**config.mk**
```make
export PLATFORM = sky130hd
export DESIGN_NAME = inst_mem_dumper
export DESIGN_NICKNAME = d
export VERILOG_FILES = /design/src/rtl/inst_mem_dumper_pkg.sv /design/src/rtl/inst_mem_dumper_byte_serializer.sv /design/src/rtl/inst_mem_dumper.sv
export SDC_FILE = /design/constraint.sdc
export NUM_CORES = 1
export LEC_CHECK = 0
export CORE_MARGIN = 8
export CORE_UTILIZATION = 49
export DETAILED_ROUTE_END_ITERATION = 10
export GPL_TIMING_DRIVEN = 0
export PLACE_DENSITY = 0.8
export SYNTH_ARGS = -nofsm -noshare
export SYNTH_HDL_FRONTEND = slang
export SYNTH_SLANG_ARGS = --single-unit
```
**constraint.sdc**
```tcl
create_clock -name CLK -period 2.05 [get_ports CLK]
set_clock_uncertainty 0.05 [all_clocks]
set_input_delay 0.41 -clock CLK [delete_from_list [all_inputs] [get_ports CLK]]
set_output_delay 0.41 -clock CLK [all_outputs]
set_load 0.01 [all_outputs]
```
**src/rtl/inst_mem_dumper_pkg.sv**
```systemverilog
// Shared types and helpers for the byte-serial memory dumper and its loader counterpart.
// Defining INST_MEM_DUMPER_CHECKSUM_EN adds a trailing XOR checksum state.
package inst_mem_dumper_pkg;

    localparam int         BYTES_PER_WORD = 4;
    localparam logic [1:0] LAST_LANE      = 2'(BYTES_PER_WORD - 1);

`ifdef INST_MEM_DUMPER_CHECKSUM_EN
    typedef enum logic [2:0] {
        ST_IDLE = 3'd0,
        ST_RD   = 3'd1,
        ST_WT   = 3'd2,
        ST_SEND = 3'd3,
        ST_FIN  = 3'd4,
        ST_CSUM = 3'd5
    } state_e;
`else
    typedef enum logic [2:0] {
        ST_IDLE = 3'd0,
        ST_RD   = 3'd1,
        ST_WT   = 3'd2,
        ST_SEND = 3'd3,
        ST_FIN  = 3'd4
    } state_e;
`endif

    // Lane i of a word is bits [8i+7:8i]; lane 0 is the first byte on the wire.
    function automatic logic [7:0] byte_lane(input logic [31:0] word, input logic [1:0] lane);
        logic [7:0] b;
        case (lane)
            2'd0:    b = word[7:0];
            2'd1:    b = word[15:8];
            2'd2:    b = word[23:16];
            2'd3:    b = word[31:24];
            default: b = word[7:0];
        endcase
        return b;
    endfunction

endpackage

```
**src/rtl/inst_mem_dumper_byte_serializer.sv**
```systemverilog
// Loads a 32-bit word and emits it LSB-first as bytes on a valid/ready stream.
// last_idx selects how many bytes of the word are sent (3 = full word, 0 = single byte).
module inst_mem_dumper_byte_serializer
    import inst_mem_dumper_pkg::*;
(
    input  logic        CLK,
    input  logic        RSTN,
    input  logic        load,
    input  logic [31:0] load_data,
    input  logic [1:0]  last_idx,
    input  logic        tx_ready,
    output logic [7:0]  tx_data,
    output logic        tx_valid,
    output logic        xfer,
    output logic        last
);

    logic [31:0] shift_q, shift_d;
    logic [1:0]  idx_q, idx_d;
    logic [1:0]  last_q, last_d;
    logic        valid_q, valid_d;

    assign xfer     = valid_q & tx_ready;
    assign last     = (idx_q == last_q);
    assign tx_valid = valid_q;
    assign tx_data  = byte_lane(shift_q, 2'd0);

    // Load has priority so a new word can follow the final byte back-to-back.
    always_comb begin
        shift_d = shift_q;
        idx_d   = idx_q;
        last_d  = last_q;
        valid_d = valid_q;
        if (load) begin
            shift_d = load_data;
            idx_d   = 2'd0;
            last_d  = last_idx;
            valid_d = 1'b1;
        end else if (xfer) begin
            shift_d = {8'h00, shift_q[31:8]};
            idx_d   = idx_q + 2'd1;
            if (idx_q == last_q) begin
                valid_d = 1'b0;
            end else begin
                valid_d = 1'b1;
            end
        end else begin
            valid_d = valid_q;
        end
    end

    // Byte buffer and handshake state.
    always_ff @(posedge CLK or negedge RSTN) begin
        if (!RSTN) begin
            shift_q <= 32'h0000_0000;
            idx_q   <= 2'd0;
            last_q  <= 2'd0;
            valid_q <= 1'b0;
        end else begin
            shift_q <= shift_d;
            idx_q   <= idx_d;
            last_q  <= last_d;
            valid_q <= valid_d;
        end
    end

endmodule

```
**src/rtl/inst_mem_dumper.sv**
```systemverilog
// Byte-serial read-back engine: reads count words from start_addr and streams them LSB-first.
// Defining INST_MEM_DUMPER_CHECKSUM_EN appends an XOR checksum byte after the last word.
module inst_mem_dumper
    import inst_mem_dumper_pkg::*;
#(
    parameter int MEM_WIDTH = 2
)
(
    input  logic                 CLK,
    input  logic                 RSTN,
    input  logic                 start,
    input  logic [MEM_WIDTH-1:0] start_addr,
    input  logic [MEM_WIDTH:0]   count,
    output logic [MEM_WIDTH-1:0] mem_addr,
    input  logic [31:0]          mem_rdata,
    output logic [7:0]           tx_data,
    output logic                 tx_valid,
    input  logic                 tx_ready,
    output logic                 busy,
    output logic                 done
);

    localparam int CW = MEM_WIDTH + 1;

    state_e               state_q, state_d;
    logic [MEM_WIDTH-1:0] addr_q, addr_d;
    logic [CW-1:0]        rem_q, rem_d;
    logic                 busy_q, busy_d;
    logic                 done_q, done_d;

    logic                 ser_load_s;
    logic [31:0]          ser_data_s;
    logic [1:0]           ser_last_idx_s;
    logic                 ser_xfer_s;
    logic                 ser_last_s;
    logic [7:0]           tx_data_s;
`ifdef INST_MEM_DUMPER_CHECKSUM_EN
    logic [7:0]           csum_q, csum_d;
`endif

    assign mem_addr = addr_q;
    assign tx_data  = tx_data_s;
    assign busy     = busy_q;
    assign done     = done_q;

    inst_mem_dumper_byte_serializer u_ser (
        .CLK       (CLK),
        .RSTN      (RSTN),
        .load      (ser_load_s),
        .load_data (ser_data_s),
        .last_idx  (ser_last_idx_s),
        .tx_ready  (tx_ready),
        .tx_data   (tx_data_s),
        .tx_valid  (tx_valid),
        .xfer      (ser_xfer_s),
        .last      (ser_last_s)
    );

    // Next-state and control; the serializer is loaded in WT, when mem_rdata holds the word.
    always_comb begin
        state_d        = state_q;
        addr_d         = addr_q;
        rem_d          = rem_q;
        busy_d         = busy_q;
        done_d         = 1'b0;
        ser_load_s     = 1'b0;
        ser_data_s     = mem_rdata;
        ser_last_idx_s = LAST_LANE;
`ifdef INST_MEM_DUMPER_CHECKSUM_EN
        if (ser_xfer_s && (state_q == ST_SEND)) begin
            csum_d = csum_q ^ tx_data_s;
        end else begin
            csum_d = csum_q;
        end
`endif
        case (state_q)
            ST_IDLE: begin
                if (start) begin
`ifdef INST_MEM_DUMPER_CHECKSUM_EN
                    csum_d = 8'h00;
`endif
                    if (count != {CW{1'b0}}) begin
                        addr_d  = start_addr;
                        rem_d   = count;
                        busy_d  = 1'b1;
                        state_d = ST_RD;
                    end else begin
`ifdef INST_MEM_DUMPER_CHECKSUM_EN
                        busy_d         = 1'b1;
                        ser_load_s     = 1'b1;
                        ser_data_s     = 32'h0000_0000;
                        ser_last_idx_s = 2'd0;
                        state_d        = ST_CSUM;
`else
                        state_d = ST_FIN;
`endif
                    end
                end else begin
                    state_d = ST_IDLE;
                end
            end
            ST_RD: begin
                state_d = ST_WT;
            end
            ST_WT: begin
                ser_load_s = 1'b1;
                state_d    = ST_SEND;
            end
            ST_SEND: begin
                if (ser_xfer_s && ser_last_s) begin
                    addr_d = addr_q + MEM_WIDTH'(1);
                    rem_d  = rem_q - CW'(1);
                    if (rem_q == CW'(1)) begin
`ifdef INST_MEM_DUMPER_CHECKSUM_EN
                        // Fold in the byte leaving on this edge so the checksum is complete.
                        ser_load_s     = 1'b1;
                        ser_data_s     = {24'h00_0000, csum_q ^ tx_data_s};
                        ser_last_idx_s = 2'd0;
                        state_d        = ST_CSUM;
`else
                        state_d = ST_FIN;
`endif
                    end else begin
                        state_d = ST_RD;
                    end
                end else begin
                    state_d = ST_SEND;
                end
            end
`ifdef INST_MEM_DUMPER_CHECKSUM_EN
            ST_CSUM: begin
                if (ser_xfer_s) begin
                    state_d = ST_FIN;
                end else begin
                    state_d = ST_CSUM;
                end
            end
`endif
            ST_FIN: begin
                done_d  = 1'b1;
                busy_d  = 1'b0;
                state_d = ST_IDLE;
            end
            default: begin
                state_d = ST_IDLE;
            end
        endcase
    end

    // Control state registers.
    always_ff @(posedge CLK or negedge RSTN) begin
        if (!RSTN) begin
            state_q <= ST_IDLE;
            addr_q  <= {MEM_WIDTH{1'b0}};
            rem_q   <= {CW{1'b0}};
            busy_q  <= 1'b0;
            done_q  <= 1'b0;
        end else begin
            state_q <= state_d;
            addr_q  <= addr_d;
            rem_q   <= rem_d;
            busy_q  <= busy_d;
            done_q  <= done_d;
        end
    end

`ifdef INST_MEM_DUMPER_CHECKSUM_EN
    // Running XOR of transmitted data bytes.
    always_ff @(posedge CLK or negedge RSTN) begin
        if (!RSTN) begin
            csum_q <= 8'h00;
        end else begin
            csum_q <= csum_d;
        end
    end
`endif

endmodule

```
==> results of run 1 <==
area by class of cell:
class                      instances  area share
buffer                            19      0.0384
clock inverter                     1      0.0101
multi-input combinational        153       0.324
sequential                        46       0.389
timing repair buffer              54       0.184
inverter                           5     0.00634
clock buffer                       7      0.0258
tap                               52      0.0220
power groups by stage:
stage / Clock [W] / Sequential (W) / Combinational, W
floorplan: 0 / 0.00147 / 0.000991
global placement: 0 / 0.00152 / 0.00142
detailed placement: 0 / 0.00154 / 0.00148
CTS: 0.000677 / 0.00152 / 0.00148
global route: 0.000708 / 0.00158 / 0.00164
finish: 0.000666 / 0.00152 / 0.00146
per-layer routing:
metal	vias up	GRT usage	routed length, um
li1	879	-	-
met1	854	0.191	2370
met2	49	0.248	2550
met3	7	0.0391	235
met4	0	0.0644	82
met5	-	0	0
how the worst max path moves through the flow:
stage / startpoint / end / cells past startpoint
after detailed placement: count[1] / rem_q[1] / 5
after floorplan: count[1] / rem_q[1] / 4
after CTS: count[1] / rem_q[1] / 5
final: count[1] / rem_q[1] / 5
after global placement: RSTN / u_ser.shift_q[3] / 1
after global routing: count[1] / rem_q[1] / 5
placed cells by master, fill, tap and decap left out, types with 2 or more instances in the layout:
cell type / count
xor2_1: 2
buf_2: 8
o21ai_1: 33
nand3_1: 3
o21ai_0: 4
nor3_1: 2
nand2_1: 45
clkbuf_1: 5
o31ai_1: 2
buf_4: 9
clkdlybuf4s50_1: 52
a21o_1: 2
nor2_1: 8
nor3b_1: 2
mux2i_1: 24
clkbuf_8: 5
ha_1: 2
a21oi_1: 5
dfrtp_1: 46
inv_1: 5
o221ai_1: 4
sequential cells by signal, indices dropped and copies added, names as in the netlist:
signal          flops
u_ser.tx_valid      1
mem_addr            2
state_q             3
rem_q               3
u_ser.last_q        1
u_ser.idx_q         2
u_ser.shift_q      32
busy                1
done                1
per-stage QoR:
| step | total power [W] | hold WS [ps] | cell area, um^2 |
|---|---|---|---|
| floorplan | 0.00246 | 64.4 | 2240 |
| global placement | 0.00294 | 432 | 2840 |
| detailed placement | 0.00302 | 351 | 2860 |
| CTS | 0.00368 | 25.8 | 2960 |
| global route | 0.00393 | 46.8 | 2960 |
| finish | 0.00365 | 12.2 | 2960 |
kinds of logic (layout without fill, tap and decap cells):
family | Yosys count | after routing
AOI/OAI and AO/OA | 53 | 53
and+or+nand+nor | 71 | 71
adders and majority gates | 2 | 2
xor gates and xnor gates | 2 | 2
buffers and inverters | 24 | 86
muxes | 25 | 25
DFF | 46 | 46
==> results.md, run 1 <==
* Worst-path clk slew at 80 ps
* Top cell type's share of synthesized area at 0.513
* Comb pwr share at 0.401
* Adder-Cell Fraction of Synth Area at 0.0111
* Sequential share of the synthesized area at 0.513
* Critical path capture point type: flip-flop
* Syn Nets at 266
* WP data arrival at 1980 ps
* Register area at 1150 um^2
* HP Class: in2async
* Critical path's slowest cell: clkdlybuf4s50_1
* Net Sw Frac at 0.346
* Rows at 24
* Antenna Cells at 0
* Post-synth EDFFs at 0
* Vias post-DR at 1,789
* Clock power share at 0.183
* Final max-slew violation count at 0
* Number of CTS-inserted buffers at 5
* Leak Pwr at 1.35 nW
* Drt first pass iters at 6
* Initial Util at 0.512
* Compound-cell area share of the yosys netlist at 0.138
* Crit path largest cell delay at 450 ps
* R2R depth at 4
* Status: complete, no violations
* Io pins at 54
* Startpoint Class: input pin
* Post-synth top cells: dfrtp_1 (46), nand2_1 (45), o21ai_1 (33)
* Nets at 327
* Pint at 0.00239 W
* Final setup viols at 0
* Chip height at 83.7 um
* Fraction of registers with async set/reset at 1.00
* Non-filler cells, final at 337
* Post-Synthesis Cells at 223
* Crit Path Max Fanout at 4
* Ranking of synthesized cells by area: dfrtp_1 (51%), mux2i_1 (11%), nand2_1 (7.5%)
* # placed instances at 329
* Post-CTS sizing at 0
* Post-route minimum period at 1840 ps
* Post-Synth Simple-Gate Area at 0.158
* Cell Pwr Density at 1230 nW/um^2
* Port-buffer cells at 53
* Xor and xnor area share after synthesis at 0.00780
* NetSw at 0.00126 W
* Vias in the first global route at 1,871
* HPWL after DPL at 4030 um
* Layout fillers at 363
* Largest net degree at the start of global routing at 27
* Count leader, synth: dfrtp_1
* Synthesized area per cell at 10.1 um^2
* Reg2reg end: u_ser.shift_q[3]
* WL per Instance at 15.5 um
* Area growth, synth to finish at 31.9%
* Mux contribution to synthesized area at 0.114
* Placer Congestion at 0.878
* CTS tree: yes
* Yosys reg bits at 46
* MaxCap Viol Count at 0
* CTS root buffer: clkbuf_8
* Setup Fix Bufs, Post-CTS at 0
* Chip width at 83.7 um
* Fin crit share at 0.899
* Post-Syn Area at 2240 um^2
* Vias per inst at 5.31
* Synth area leader: dfrtp_1
* Die ar. at 7000 um^2
* Core area at 4380 um^2
* Peak supply drop at 0.884 mV
* CTS Sinks at 46
* Distinct cell type count after synthesis at 34
* Final worst setup slack at 207 ps
* Crit Path Class: in2reg
* DRC errors left at 0
* Clock Tree Buf Depth at 2
* Footprint of the multi-input gates at 961 um^2
* Final Hold Vio Count at 0
* Worst-Margin Slew at 546 ps
* Max-slew headroom at 0.636
* Unrepaired setup endpoints after global routing: false
* Seq pwr share at 0.416
* Buf/Inv on CP at 1
* Detail Route Antenna Nets at 0
* Largest family of logic cells by synthesized area: simple AND/OR/NAND/NOR gates
* Worst R2R Start: state_q[2]
* # hold bufs at CTS at 0
* Layout cells sized above 1 at 0.116
* First DRT Iteration DRCs at 83
* Initial antenna violation count at 0
* Global-route wire length before repair at 8990 um
* Grt ovf at 0
* Delay-heaviest family, CP: simple AND/OR/NAND/NOR gates
* Finished Core Util at 0.676
* Critical Path RT at 2190 ps
* H-tree depth at 2
* Setup TNS at 0 ps
* Total track usage at 0.154
* Detailed Route WL at 5240 um
* Skew-Pair Late Insertion Delay at 300 ps
* Max Clock Freq at 0.543 GHz
* R2r setup slk at 370 ps
* Critical-path cell list: clkdlybuf4s50_1 > or3_1 > and2_4 > a21oi_2 > mux2_4
* Number of synthesis warnings at 0
* Pre-CTS worst setup slack at -95.9 ps
* Top_reg_cell synth: dfrtp_1
No activity file was read; power rests on OpenSTA's default activity.
==> run 2, diff against run 1 <==
- CAP_MARGIN: not set -> 25
- clock period: 2.05 -> 2 ns (I/O delays scaled with it)
==> results of run 2 <==
The final DEF is identical to that of run 1. Status: complete, no violations.
Among the figures that moved: setup slack after placement -95.9 ps -> -136 ps; setup slack after layout 207 ps -> 167 ps; hold slack 12.2 ps -> 2.17 ps; register-to-register setup slack 370 ps -> 320 ps; total power 0.00365 W -> 0.00374 W; worst IR drop on VDD 0.884 mV -> 0.906 mV
==> run 3, diff against run 2 <==
- GPL_TIMING_DRIVEN: 0 -> not set
==> results.md, run 3 (same netlist as run 1, synthesis figures left out) <==
* Tot Pwr at 0.00382 W (was 0.00374 W)
* Post-CTS sizing at 0 (unchanged)
* Max-slew headroom at 0.624 (was 0.636)
* Finished Core Util at 0.684 (was 0.676)
* WL per Instance at 15.2 um (was 15.5 um)
* DRC errors left at 0 (unchanged)
* Fin crit share at 0.865 (was 0.916)
* Critical path capture point type: output pin (was flip-flop)
* CTS root buffer: clkbuf_8 (unchanged)
* Global-route wire length before repair at 8340 um (was 8990 um)
* Initial Util at 0.512 (unchanged)
* Crit Path Class: reg2out (was in2reg)
* CTS tree: yes (unchanged)
* R2r setup slk at 340 ps (was 320 ps)
* Largest net degree at the start of global routing at 51 (was 27)
* H-tree depth at 2 (unchanged)
* Buf/Inv on CP at 1 (unchanged)
* CTS Sinks at 46 (unchanged)
* Rows at 24 (unchanged)
* Biggest regs: u_ser.shift_q (32), rem_q (3), state_q (3) (unchanged)
* Leak Pwr at 1.36 nW (was 1.35 nW)
* Layout cells sized above 1 at 0.108 (was 0.116)
* Clock Tree Buf Depth at 2 (unchanged)
* Antenna Cells at 0 (unchanged)
* Max Clock Freq at 0.578 GHz (was 0.546 GHz)
* Post-route minimum period at 1730 ps (was 1830 ps)
* Crit Path Max Fanout at 5 (was 4)
* Worst-path clk slew at 80 ps (about the same)
* Chip width at 83.7 um (unchanged)
* Most common cell after layout, fill and taps aside: clkdlybuf4s50_1 (unchanged)
* Io pins at 54 (unchanged)
* Initial antenna violation count at 0 (unchanged)
* Register area at 1150 um^2 (unchanged)
* Crit path largest cell delay at 570 ps (was 450 ps)
* Area growth, synth to finish at 33.6% (was 31.9%)
* Nets at 319 (was 327)
* # placed instances at 321 (was 329)
* Final Hold Vio Count at 0 (unchanged)
* Vias post-DR at 1,733 (was 1,789)
* Status: complete, no violations (unchanged)
* Die ar. at 7000 um^2 (unchanged)
* Setup TNS at 0 ps (unchanged)
* Grt ovf at 0 (unchanged)
* Skew-Pair Late Insertion Delay at 290 ps (was 300 ps)
* Cell Pwr Density at 1280 nW/um^2 (was 1260 nW/um^2)
* Drt first pass iters at 4 (was 6)
* Core area at 4380 um^2 (unchanged)
* Final max-slew violation count at 0 (unchanged)
* Critical Path RT at 1550 ps (was 2140 ps)
* Detail Route Antenna Nets at 0 (unchanged)
* Startpoint Class: flip-flop (was input pin)
* Delay-heaviest family, CP: buffers and inverters (was simple AND/OR/NAND/NOR gates)
* # hold bufs at CTS at 0 (unchanged)
* Number of CTS-inserted buffers at 5 (unchanged)
* Most frequent cells in the layout: clkdlybuf4s50_1 (52), dfrtp_1 (46), nand2_1 (45) (unchanged)
* Vias per inst at 5.27 (was 5.31)
* Critical-path cell list: clkdlybuf4s50_1 (was clkdlybuf4s50_1 > or3_1 > and2_4 > a21oi_2 > mux2_4)
* Non-filler cells, final at 329 (was 337)
* Critical path's slowest cell: clkdlybuf4s50_1 (unchanged)
* Top reg by flops: u_ser.shift_q (unchanged)
* MaxCap Viol Count at 0 (unchanged)
* Total track usage at 0.144 (was 0.154)
* Final setup viols at 0 (unchanged)
* WP data arrival at 1280 ps (was 1970 ps)
* Port-buffer cells at 53 (unchanged)
* Vias in the first global route at 1,716 (was 1,871)
* Footprint of the multi-input gates at 967 um^2 (was 961 um^2)
* HP Class: in2async (unchanged)
* Unrepaired setup endpoints after global routing: false (unchanged)
* Setup Fix Bufs, Post-CTS at 0 (unchanged)
* Largest register FFs at 32 (unchanged)
* Layout fillers at 350 (was 363)
* Peak supply drop at 0.681 mV (was 0.906 mV)
* Detailed Route WL at 5010 um (was 5240 um)
* Chip height at 83.7 um (unchanged)
* Placer Congestion at 0.884 (was 0.878)
* HPWL after DPL at 3600 um (was 4030 um)
* First DRT Iteration DRCs at 105 (was 83)
* Worst-Margin Slew at 565 ps (was 546 ps)
-- run 3: changes by cell type in the layout (fill, tap and decap cells not counted) --
cell,delta
bufinv_16,+1
nor3b_4,+1
buf_2,-7
buf_12,+2
clkbuf_8,+1
clkbuf_1,-5
nor3b_2,-1
-- run 3: through the flow --
stage,area [um^2],hold slack (ps),setup slack (ps)
after floorplan,2240,54.4,420
after global placement,2860,367,11.5
after detailed placement,2860,376,-1.41
after CTS,3000,50.4,254
after global routing,3000,67.8,226
final,3000,36.7,270
-- run 3: report_power, final --
group          switching (W)  internal [W]  leakage, nW
Combinational       0.000700      0.000715        0.719
Clock               0.000312      0.000533       0.0714
Sequential          0.000262       0.00130        0.565
Total                0.00127       0.00255         1.36
-- run 3: cell type report --
cell class	instances	area share
flip-flops and latches	46	0.384
multi-input cells	153	0.323
repair buffers	65	0.218
clock buffers	6	0.0275
well taps	52	0.0217
clock inverters	2	0.0200
inverters	5	0.00626
-- run 3: path summary, 6_finish.rpt --
| check | from | endpoint | depth (start not counted) |
|---|---|---|---|
| worst min-delay path | RSTN | mem_addr[0] | 1 |
| worst max-delay path | mem_addr[0] | mem_addr[0] | 1 |
| max in group asynchronous | RSTN | u_ser.shift_q[9] | 2 |
| worst max register to register | u_ser.idx_q[0] | mem_addr[1] | 4 |
| worst min register to register | u_ser.last_q[0] | u_ser.last_q[0] | 1 |
| min in group CLK | u_ser.last_q[0] | u_ser.last_q[0] | 1 |
-- run 3: metal layers --
layer | GRT usage | vias up | share of wire | wire length [um]
met2 | 0.206 | 52 | 0.46 | 2290
met4 | 0.0644 | 0 | 0.018 | 92
met1 | 0.186 | 808 | 0.46 | 2300
li1 | - | 865 | - | -
met3 | 0.0547 | 8 | 0.065 | 326
met5 | 0 | - | 0 | 0
